## src/rtl/wb_arb2_if.sv

```systemverilog
// Bus bundle for the two-master Wishbone arbiter: both master ports plus the shared slave port.
// The slave modport is the arbiter's view; the master modport is the view of whatever drives it.
interface wb_arb2_if;
  logic        m0_cyc_i, m0_stb_i, m0_we_i;
  logic [31:0] m0_adr_i, m0_dat_i, m0_dat_o;
  logic [3:0]  m0_sel_i;
  logic        m0_ack_o, m0_err_o;

  logic        m1_cyc_i, m1_stb_i, m1_we_i;
  logic [31:0] m1_adr_i, m1_dat_i, m1_dat_o;
  logic [3:0]  m1_sel_i;
  logic        m1_ack_o, m1_err_o;

  logic        s_cyc_o, s_stb_o, s_we_o;
  logic [31:0] s_adr_o, s_dat_o, s_dat_i;
  logic [3:0]  s_sel_o;
  logic        s_ack_i;

  modport slave (
    input  m0_cyc_i, m0_stb_i, m0_we_i, m0_adr_i, m0_dat_i, m0_sel_i,
    output m0_dat_o, m0_ack_o, m0_err_o,
    input  m1_cyc_i, m1_stb_i, m1_we_i, m1_adr_i, m1_dat_i, m1_sel_i,
    output m1_dat_o, m1_ack_o, m1_err_o,
    output s_cyc_o, s_stb_o, s_we_o, s_adr_o, s_dat_o, s_sel_o,
    input  s_dat_i, s_ack_i
  );

  modport master (
    output m0_cyc_i, m0_stb_i, m0_we_i, m0_adr_i, m0_dat_i, m0_sel_i,
    input  m0_dat_o, m0_ack_o, m0_err_o,
    output m1_cyc_i, m1_stb_i, m1_we_i, m1_adr_i, m1_dat_i, m1_sel_i,
    input  m1_dat_o, m1_ack_o, m1_err_o,
    input  s_cyc_o, s_stb_o, s_we_o, s_adr_o, s_dat_o, s_sel_o,
    output s_dat_i, s_ack_i
  );
endinterface

```

## src/rtl/wb_arb2.sv

```systemverilog
// Two-master round-robin Wishbone arbiter with a combinational data path and a
// per-tenure strobe watchdog that aborts a transfer the slave never acknowledges.
module wb_arb2 #(
  parameter logic [7:0] TIMEOUT = 8'd255
) (
  input  logic       clk_i,
  input  logic       rst_n_i,
  wb_arb2_if.slave   bus
);

  typedef enum logic [1:0] {IDLE, GNT0, GNT1} state_e;

  state_e     state_q, state_d;
  logic       last_q, last_d;
  logic [7:0] cnt_q, cnt_d;
  logic       own_stb;
  logic       tmo_hit;

  always_comb begin
    state_d = state_q;
    case (state_q)
      IDLE: begin
        if (bus.m0_cyc_i && bus.m1_cyc_i) state_d = last_q ? GNT0 : GNT1;
        else if (bus.m0_cyc_i)            state_d = GNT0;
        else if (bus.m1_cyc_i)            state_d = GNT1;
      end
      GNT0: if (!bus.m0_cyc_i) state_d = bus.m1_cyc_i ? GNT1 : IDLE;
      GNT1: if (!bus.m1_cyc_i) state_d = bus.m0_cyc_i ? GNT0 : IDLE;
      default: state_d = IDLE;
    endcase
  end

  always_comb begin
    last_d = last_q;
    if (state_d == GNT0 && state_q != GNT0) last_d = 1'b0;
    if (state_d == GNT1 && state_q != GNT1) last_d = 1'b1;
  end

  assign own_stb = (state_q == GNT0 && bus.m0_stb_i) || (state_q == GNT1 && bus.m1_stb_i);
  // tmo_hit deliberately ignores s_ack_i so s_stb_o never depends on the slave's ack.
  assign tmo_hit = own_stb && (cnt_q == TIMEOUT);

  always_comb begin
    if (state_d != state_q || !own_stb || bus.s_ack_i || tmo_hit) cnt_d = 8'd0;
    else                                                          cnt_d = cnt_q + 8'd1;
  end

  always_ff @(posedge clk_i or negedge rst_n_i) begin
    if (!rst_n_i) begin
      state_q <= IDLE;
      last_q  <= 1'b1;
      cnt_q   <= 8'd0;
    end else begin
      state_q <= state_d;
      last_q  <= last_d;
      cnt_q   <= cnt_d;
    end
  end

  // Reset forces IDLE asynchronously, which zeroes every output below.
  always_comb begin
    bus.s_cyc_o  = 1'b0;
    bus.s_stb_o  = 1'b0;
    bus.s_we_o   = 1'b0;
    bus.s_adr_o  = 32'd0;
    bus.s_dat_o  = 32'd0;
    bus.s_sel_o  = 4'd0;
    bus.m0_dat_o = 32'd0;
    bus.m0_ack_o = 1'b0;
    bus.m0_err_o = 1'b0;
    bus.m1_dat_o = 32'd0;
    bus.m1_ack_o = 1'b0;
    bus.m1_err_o = 1'b0;
    case (state_q)
      GNT0: begin
        bus.s_cyc_o  = bus.m0_cyc_i;
        bus.s_stb_o  = bus.m0_stb_i && !tmo_hit;
        bus.s_we_o   = bus.m0_we_i;
        bus.s_adr_o  = bus.m0_adr_i;
        bus.s_dat_o  = bus.m0_dat_i;
        bus.s_sel_o  = bus.m0_sel_i;
        bus.m0_dat_o = bus.s_dat_i;
        bus.m0_ack_o = bus.s_ack_i;
        bus.m0_err_o = tmo_hit && !bus.s_ack_i;
      end
      GNT1: begin
        bus.s_cyc_o  = bus.m1_cyc_i;
        bus.s_stb_o  = bus.m1_stb_i && !tmo_hit;
        bus.s_we_o   = bus.m1_we_i;
        bus.s_adr_o  = bus.m1_adr_i;
        bus.s_dat_o  = bus.m1_dat_i;
        bus.s_sel_o  = bus.m1_sel_i;
        bus.m1_dat_o = bus.s_dat_i;
        bus.m1_ack_o = bus.s_ack_i;
        bus.m1_err_o = tmo_hit && !bus.s_ack_i;
      end
      default: ;
    endcase
  end

endmodule
```

## src/flat_wrapper.sv

```systemverilog
// flat-port wrapper written by rule: the top's interface ports become plain ports
module wb_arb2_flat 
#(
  parameter logic [7:0] TIMEOUT = 8'd255
)
  (clk_i, rst_n_i, bus_m0_cyc_i, bus_m0_stb_i, bus_m0_we_i, bus_m0_adr_i, bus_m0_dat_i, bus_m0_sel_i, bus_m0_dat_o, bus_m0_ack_o, bus_m0_err_o, bus_m1_cyc_i, bus_m1_stb_i, bus_m1_we_i, bus_m1_adr_i, bus_m1_dat_i, bus_m1_sel_i, bus_m1_dat_o, bus_m1_ack_o, bus_m1_err_o, bus_s_cyc_o, bus_s_stb_o, bus_s_we_o, bus_s_adr_o, bus_s_dat_o, bus_s_sel_o, bus_s_dat_i, bus_s_ack_i);
  wb_arb2_if bus_i ();
  input  logic clk_i;
  input  logic rst_n_i;
  input wire logic [$bits(bus_i.m0_cyc_i)-1:0] bus_m0_cyc_i;
  input wire logic [$bits(bus_i.m0_stb_i)-1:0] bus_m0_stb_i;
  input wire logic [$bits(bus_i.m0_we_i)-1:0] bus_m0_we_i;
  input wire logic [$bits(bus_i.m0_adr_i)-1:0] bus_m0_adr_i;
  input wire logic [$bits(bus_i.m0_dat_i)-1:0] bus_m0_dat_i;
  input wire logic [$bits(bus_i.m0_sel_i)-1:0] bus_m0_sel_i;
  output wire logic [$bits(bus_i.m0_dat_o)-1:0] bus_m0_dat_o;
  output wire logic [$bits(bus_i.m0_ack_o)-1:0] bus_m0_ack_o;
  output wire logic [$bits(bus_i.m0_err_o)-1:0] bus_m0_err_o;
  input wire logic [$bits(bus_i.m1_cyc_i)-1:0] bus_m1_cyc_i;
  input wire logic [$bits(bus_i.m1_stb_i)-1:0] bus_m1_stb_i;
  input wire logic [$bits(bus_i.m1_we_i)-1:0] bus_m1_we_i;
  input wire logic [$bits(bus_i.m1_adr_i)-1:0] bus_m1_adr_i;
  input wire logic [$bits(bus_i.m1_dat_i)-1:0] bus_m1_dat_i;
  input wire logic [$bits(bus_i.m1_sel_i)-1:0] bus_m1_sel_i;
  output wire logic [$bits(bus_i.m1_dat_o)-1:0] bus_m1_dat_o;
  output wire logic [$bits(bus_i.m1_ack_o)-1:0] bus_m1_ack_o;
  output wire logic [$bits(bus_i.m1_err_o)-1:0] bus_m1_err_o;
  output wire logic [$bits(bus_i.s_cyc_o)-1:0] bus_s_cyc_o;
  output wire logic [$bits(bus_i.s_stb_o)-1:0] bus_s_stb_o;
  output wire logic [$bits(bus_i.s_we_o)-1:0] bus_s_we_o;
  output wire logic [$bits(bus_i.s_adr_o)-1:0] bus_s_adr_o;
  output wire logic [$bits(bus_i.s_dat_o)-1:0] bus_s_dat_o;
  output wire logic [$bits(bus_i.s_sel_o)-1:0] bus_s_sel_o;
  input wire logic [$bits(bus_i.s_dat_i)-1:0] bus_s_dat_i;
  input wire logic [$bits(bus_i.s_ack_i)-1:0] bus_s_ack_i;
  assign bus_i.m0_cyc_i = bus_m0_cyc_i;
  assign bus_i.m0_stb_i = bus_m0_stb_i;
  assign bus_i.m0_we_i = bus_m0_we_i;
  assign bus_i.m0_adr_i = bus_m0_adr_i;
  assign bus_i.m0_dat_i = bus_m0_dat_i;
  assign bus_i.m0_sel_i = bus_m0_sel_i;
  assign bus_m0_dat_o = bus_i.m0_dat_o;
  assign bus_m0_ack_o = bus_i.m0_ack_o;
  assign bus_m0_err_o = bus_i.m0_err_o;
  assign bus_i.m1_cyc_i = bus_m1_cyc_i;
  assign bus_i.m1_stb_i = bus_m1_stb_i;
  assign bus_i.m1_we_i = bus_m1_we_i;
  assign bus_i.m1_adr_i = bus_m1_adr_i;
  assign bus_i.m1_dat_i = bus_m1_dat_i;
  assign bus_i.m1_sel_i = bus_m1_sel_i;
  assign bus_m1_dat_o = bus_i.m1_dat_o;
  assign bus_m1_ack_o = bus_i.m1_ack_o;
  assign bus_m1_err_o = bus_i.m1_err_o;
  assign bus_s_cyc_o = bus_i.s_cyc_o;
  assign bus_s_stb_o = bus_i.s_stb_o;
  assign bus_s_we_o = bus_i.s_we_o;
  assign bus_s_adr_o = bus_i.s_adr_o;
  assign bus_s_dat_o = bus_i.s_dat_o;
  assign bus_s_sel_o = bus_i.s_sel_o;
  assign bus_i.s_dat_i = bus_s_dat_i;
  assign bus_i.s_ack_i = bus_s_ack_i;
  wb_arb2 #(.TIMEOUT(TIMEOUT)) u_core (.clk_i(clk_i), .rst_n_i(rst_n_i), .bus(bus_i));
endmodule
```

## config.mk

```make
export PLATFORM = sky130hd
export DESIGN_NAME = wb_arb2_flat
export DESIGN_NICKNAME = d
export VERILOG_FILES = /design/src/rtl/wb_arb2_if.sv /design/src/rtl/wb_arb2.sv /design/src/flat_wrapper.sv
export SDC_FILE = /design/constraint.sdc
export NUM_CORES = 1
export LEC_CHECK = 0
export BUFFER_PORTS_ARGS = -buffer_cell sky130_fd_sc_hd__buf_2
export CORE_AREA = 2 2 122 124
export CTS_CLUSTER_SIZE = 24
export DETAILED_ROUTE_END_ITERATION = 10
export DIE_AREA = 0 0 124 126
export GPL_TIMING_DRIVEN = 0
export SLEW_MARGIN = 10
export SYNTH_ARGS = -nofsm -noshare
export SYNTH_HDL_FRONTEND = slang
export SYNTH_SLANG_ARGS = --single-unit
```

## constraint.sdc

```tcl
create_clock -name clk_i -period 2.5 [get_ports clk_i]
set_input_delay 0.125 -clock clk_i [delete_from_list [all_inputs] [get_ports clk_i]]
set_output_delay 0.125 -clock clk_i [all_outputs]
set_load 0.02 [all_outputs]
```

**Yosys cells after proc, flatten, opt, wreduce, memory -nomap -nowiden**

Cells that the tools add are included.

- Add/subtract/negate cells: 1
- Equality and inequality tests: 8
- Multiplexer cells: 24
- Reduce and logical (&&, ||, !) cells: 18

Operators by type and width:

| cell | count |
|---|---|
| $pmux 32 s2 | 2 |
| $mux 32 | 2 |
| $mux 2 | 7 |
| $logic_and 1x1->1 | 9 |
| $add 8x1->8 const B | 1 |
| $eq 8x8->1 const B | 1 |
| $mux 8 | 1 |
| $pmux 4 s2 | 1 |
| $mux 1 | 7 |
| $pmux 1 s2 | 3 |
| $pmux 2 s3 | 1 |
| $eq 2x1->1 const B | 2 |
| $eq 2x2->1 const B | 2 |
| $logic_or 1x1->1 | 4 |
| $logic_not 1->1 | 3 |
| $logic_not 2->1 | 1 |
| $ne 2x1->1 const B | 1 |
| $ne 2x2->1 | 1 |
| $ne 2x2->1 const B | 1 |
| $reduce_bool 2->1 | 1 |

- Register bits: 11
- Input bits: 177
- Output and inout bits: 139
- Word-level logic and storage cells: 54

**Longest topological paths before layout**

- Word-level depth: 9
- Gate-level depth with buffers: 8
- Gate-level depth less buffers: 7

**Worst setup path before layout**

Ideal clock, no wire load.

- Kind: register -> output
- Start: register u_core.state_q[1]
- End: output port bus_s_dat_o[0]
- Data arrival time: 1696 ps
- Data required time: 2375 ps
- Slack: 679 ps
- Cell stages (with the launch flop): 8
- Path buffers: 3
- Path through: dfrtp_1 inv_1 ha_1 buf_6 buf_2 buf_1 a22oi_1 nor2b_1

- Longest elaborated chain between the ends: 2
- Elaborated cells between the ends (all ways): 3
- Those cells by class: 2 x eq/ne; 1 x mux

Ends and longest elaborated chain:

| item | RTL line | source |
|---|---|---|
| from (decl) | wb_arb2.sv:13 | `state_e state_q, state_d;` |
| from (signal assigned) | wb_arb2.sv:54 | `state_q <= state_d;` |
| $eq 2x2->1 or $eq 2x1->1 (tied branches) | wb_arb2.sv:74 | `case (state_q)` |
| $pmux 32 s2 (*) | wb_arb2.sv:74 |  |
| to (decl) | flat_wrapper.sv:32 | `output wire logic [$bits(bus_i.s_dat_o)-1:0] bus_s_dat_o;` |

Mark *: on every way between the ends. The rest lies on a longest branch, timed or not.

**Final worst setup path**

- Start: register u_core.state_q[0]
- End: output port bus_m1_dat_o[29]

- Longest elaborated chain between the ends: 2

Ends and longest elaborated chain:

| item | RTL line | source |
|---|---|---|
| $eq 2x2->1 | wb_arb2.sv:74 |  |
| $mux 32 | wb_arb2.sv:74 |  |
| to (decl) | flat_wrapper.sv:25 | `output wire logic [$bits(bus_i.m1_dat_o)-1:0] bus_m1_dat_o;` |

No other way between the ends.

==> out/metrics.csv <==
stage,metric,value,unit
pwr,p_per_area,1070,mW/mm^2
routing,post-route-drc-count,0,
timing,tightest_slew,0.615,ns
layout,area_delta_synth_final,85.0,%
yosys,syn_avg_cell_area,7.09,um^2
global_routing,grt_overflow,0,
routing,wl_per_cell,14.5,um
routing,first_pass_iters,5,
cts,cts-root-buf,clkbuf_16,
timing,fin_crit_sh,93.1,%
floorplanning,initial_core_util,15.7,%
cts,clock_latency,0.24,ns
timing,hold_violations,0,
worst_setup_path,crit_family,buffers and inverters,
yosys,ys_seq_area_share,12.3,%
worst_setup_path,required,2.38,ns
job,maxCapViolations,0,
cts,cts_tree,done,
yosys,syn_nets,500,
cts,clock_sinks,11,
yosys,postSynth.asyncResetShare,100,%
yosys,yosys-top-cells-count,"70 x nor2b_1, 69 x a22oi_1, 66 x and2_1, 23 x clkbuf_1, 11 x nor2_1",
timing,tns,0,ns
worst_setup_path,crit_path_frequent_cell,buf_2,
layout,final_area,0.00417,mm^2
routing,viasPerCell,4.27,
yosys,synth_area_leaders,"a22oi_1 23%, nor2b_1 19%, and2_1 18%",
status,outcome,"complete, no violations",
pwr,p_leak,0.00230,uW
worst_setup_path,critPathKind,reg -> out,
timing,setup_violations,0,
routing,maxUsedRoutingLayer,met4,
worst_setup_path,path_max_fanout,10,
place,gp_congestion,0.824,
worst_setup_path,rr_worst_depth,8,
routing,final_antenna_net_count,0,
routing,wirelength_met1,5190,um
cts,cts_buffers,3,
worst_setup_path,crit_arrival,2.20,ns
place,io_buffers,315,
yosys,ys_dominant_reg_cell,dfrtp_1,
routing,dr_wl_met2,5940,um
yosys,synthDistinctLibCells,37,
worst_setup_path,cp_slowest_stage_delay,0.43,ns
worst_hold_path,hold_path.class,in -> async,
floorplanning,die_area,0.0156,mm^2
layout,antenna_cells,0,
routing,first_iter_violations,141,
yosys,yosysWarnings,0,
yosys,syn_area,0.00225,mm^2
yosys,synth_top_area_share,23.0,%
yosys,yosys.area.top_type,a22oi_1,
worst_setup_path,cp-start-kind,register,
global_routing,grt_pass1_vias,3152,
worst_setup_path,r2r-end,u_core.cnt_q[5],
floorplanning,die_w,124,um
floorplanning,ios,316,
worst_setup_path,crit_chain,inv_1 -> ha_1 -> buf_6 -> buf_2 -> clkbuf_1 -> and2_1 -> buf_2,
yosys,ys_ff_latch,11,
global_routing,grt_pass1_wl,16900,um
worst_setup_path,critical_path.reg2reg.startpoint,u_core.state_q[1],
pwr,irDropWorstVdd,0.483,mV
cts,clockBufferDepth,2,
timing,final-max-slew-violation-count,0,
worst_setup_path,r2r_setup_slack,0.44,ns
pwr,p_total,4450,uW
timing,slew_headroom,59.0,%
worst_setup_path,cp.depth,7,
cts,post_cts_buffers,0,
floorplanning,die_y,126,um
timing,rsz0062_at_grt,false,
yosys,yosysMostFrequentCell,nor2b_1,
cts,clkTransAtPathRegs,0.04,ns
worst_setup_path,slowest_stage,dfrtp_1,
routing,drt_wl_total,11900,um
routing,wl_met3,737,um
place,hpwl,9890,um
layout,drive_gt1_share,53.3,%
cts,htree_num_levels,1,
layout,fin_nets,821,
routing,vias,3512,
floorplanning,core_area,0.0143,mm^2
place,dpl_cell_area,0.00406,mm^2
yosys,synthCells,318,
yosys,synth_edf_count,0,
worst_setup_path,end_kind,primary output,
timing,max_freq,430,MHz
timing,fin_worst_skew,0.000468,ns
worst_setup_path,critPathBufInv,5,
global_routing,grt_antenna_before_repair,0,
global_routing,grt_max_degree,12,
global_routing,grt_use_total,13.6,%
floorplanning,fp-row-count,44,
timing,min_period,2.33,ns
[registers in the layout (all words and copies together) (netlist names)]
register / count
u_core.state_q: 2
u_core.cnt_q: 8
u_core.last_q: 1
[where the power goes]
group / switching [uW] / total, uW / internal (uW)
clock network: 82.1 / 296 / 214
registers: 39.2 / 252 / 213
logic: 2410 / 3900 / 1490
[layout make-up]
cell class                      count  area, um^2
Fill cell                        1595       10100
Multi-Input combinational cell    270        1820
Timing Repair Buffer              316        1590
Sequential cell                    11         277
Tap cell                          184         230
Buffer                             31         150
Clock buffer                        4        78.8
Inverter                            6        22.5
[per-layer routing]
layer | global-route usage (%) | up-vias
met4 | 1.45 | 0
li1 | - | 1750
met1 | 18.4 | 1607
met2 | 24.3 | 150
met3 | 0.951 | 5
met5 | 0 | -
[cell usage in the layout, fill, tap and decap left out, types with 2 or more instances in the layout]
master / instances
a21oi_1: 3
a22oi_1: 69
and2_1: 66
and3_1: 3
and4_1: 2
buf_2: 317
buf_6: 2
clkbuf_1: 19
clkbuf_16: 3
clkbuf_2: 7
clkbuf_4: 2
dfrtp_1: 10
ha_1: 4
inv_1: 6
nand2_1: 8
nand3_1: 4
nand3b_1: 3
nor2_1: 11
nor2b_1: 70
o211ai_1: 2
o21a_1: 2
o21ai_1: 2
xor2_1: 5
[worst max path at each step]
| stage | start | to |
|---|---|---|
| 5_1_grt | u_core.state_q[0] | bus_s_adr_o[31] |
| 6_report | u_core.state_q[0] | bus_m1_dat_o[29] |
| 2_1_floorplan | u_core.state_q[1] | bus_s_dat_o[0] |
| 3_3_place_gp | u_core.state_q[1] | bus_s_sel_o[1] |
| 4_1_cts | u_core.state_q[1] | bus_s_dat_o[23] |
| 3_5_place_dp | u_core.state_q[1] | bus_s_sel_o[1] |
[logic make-up after synthesis]
| logic type | share of synthesized area, % |
|---|---|
| compound gates | 29.0 |
| xor+xnor | 2.33 |
| fa+ha+maj | 2.78 |
| buf+inv | 6.94 |
| flops | 12.3 |
| simple gates | 46.7 |
[timing repair]
action	in CTS	in global routing
hold buffers	1	0
pin swaps	0	0
resized for setup	5	9
cloned	0	0
endpoints found under the setup margin	22	42
hold endpoints to repair	11	0
[metrics by stage]
step                      hold WS, ns  worst slack [ns]  utilization [%]  instances
after floorplan                -0.171             0.679                -        318
after global placement        0.00476            0.0357             28.4        817
after detailed placement      0.00809            0.0362             28.4        817
after CTS                       0.293            0.0172             29.0        822
after global routing            0.332            0.0140             29.1        822
final                           0.293             0.173             29.1        822
Note: power is estimated with default switching activity, not from simulation.
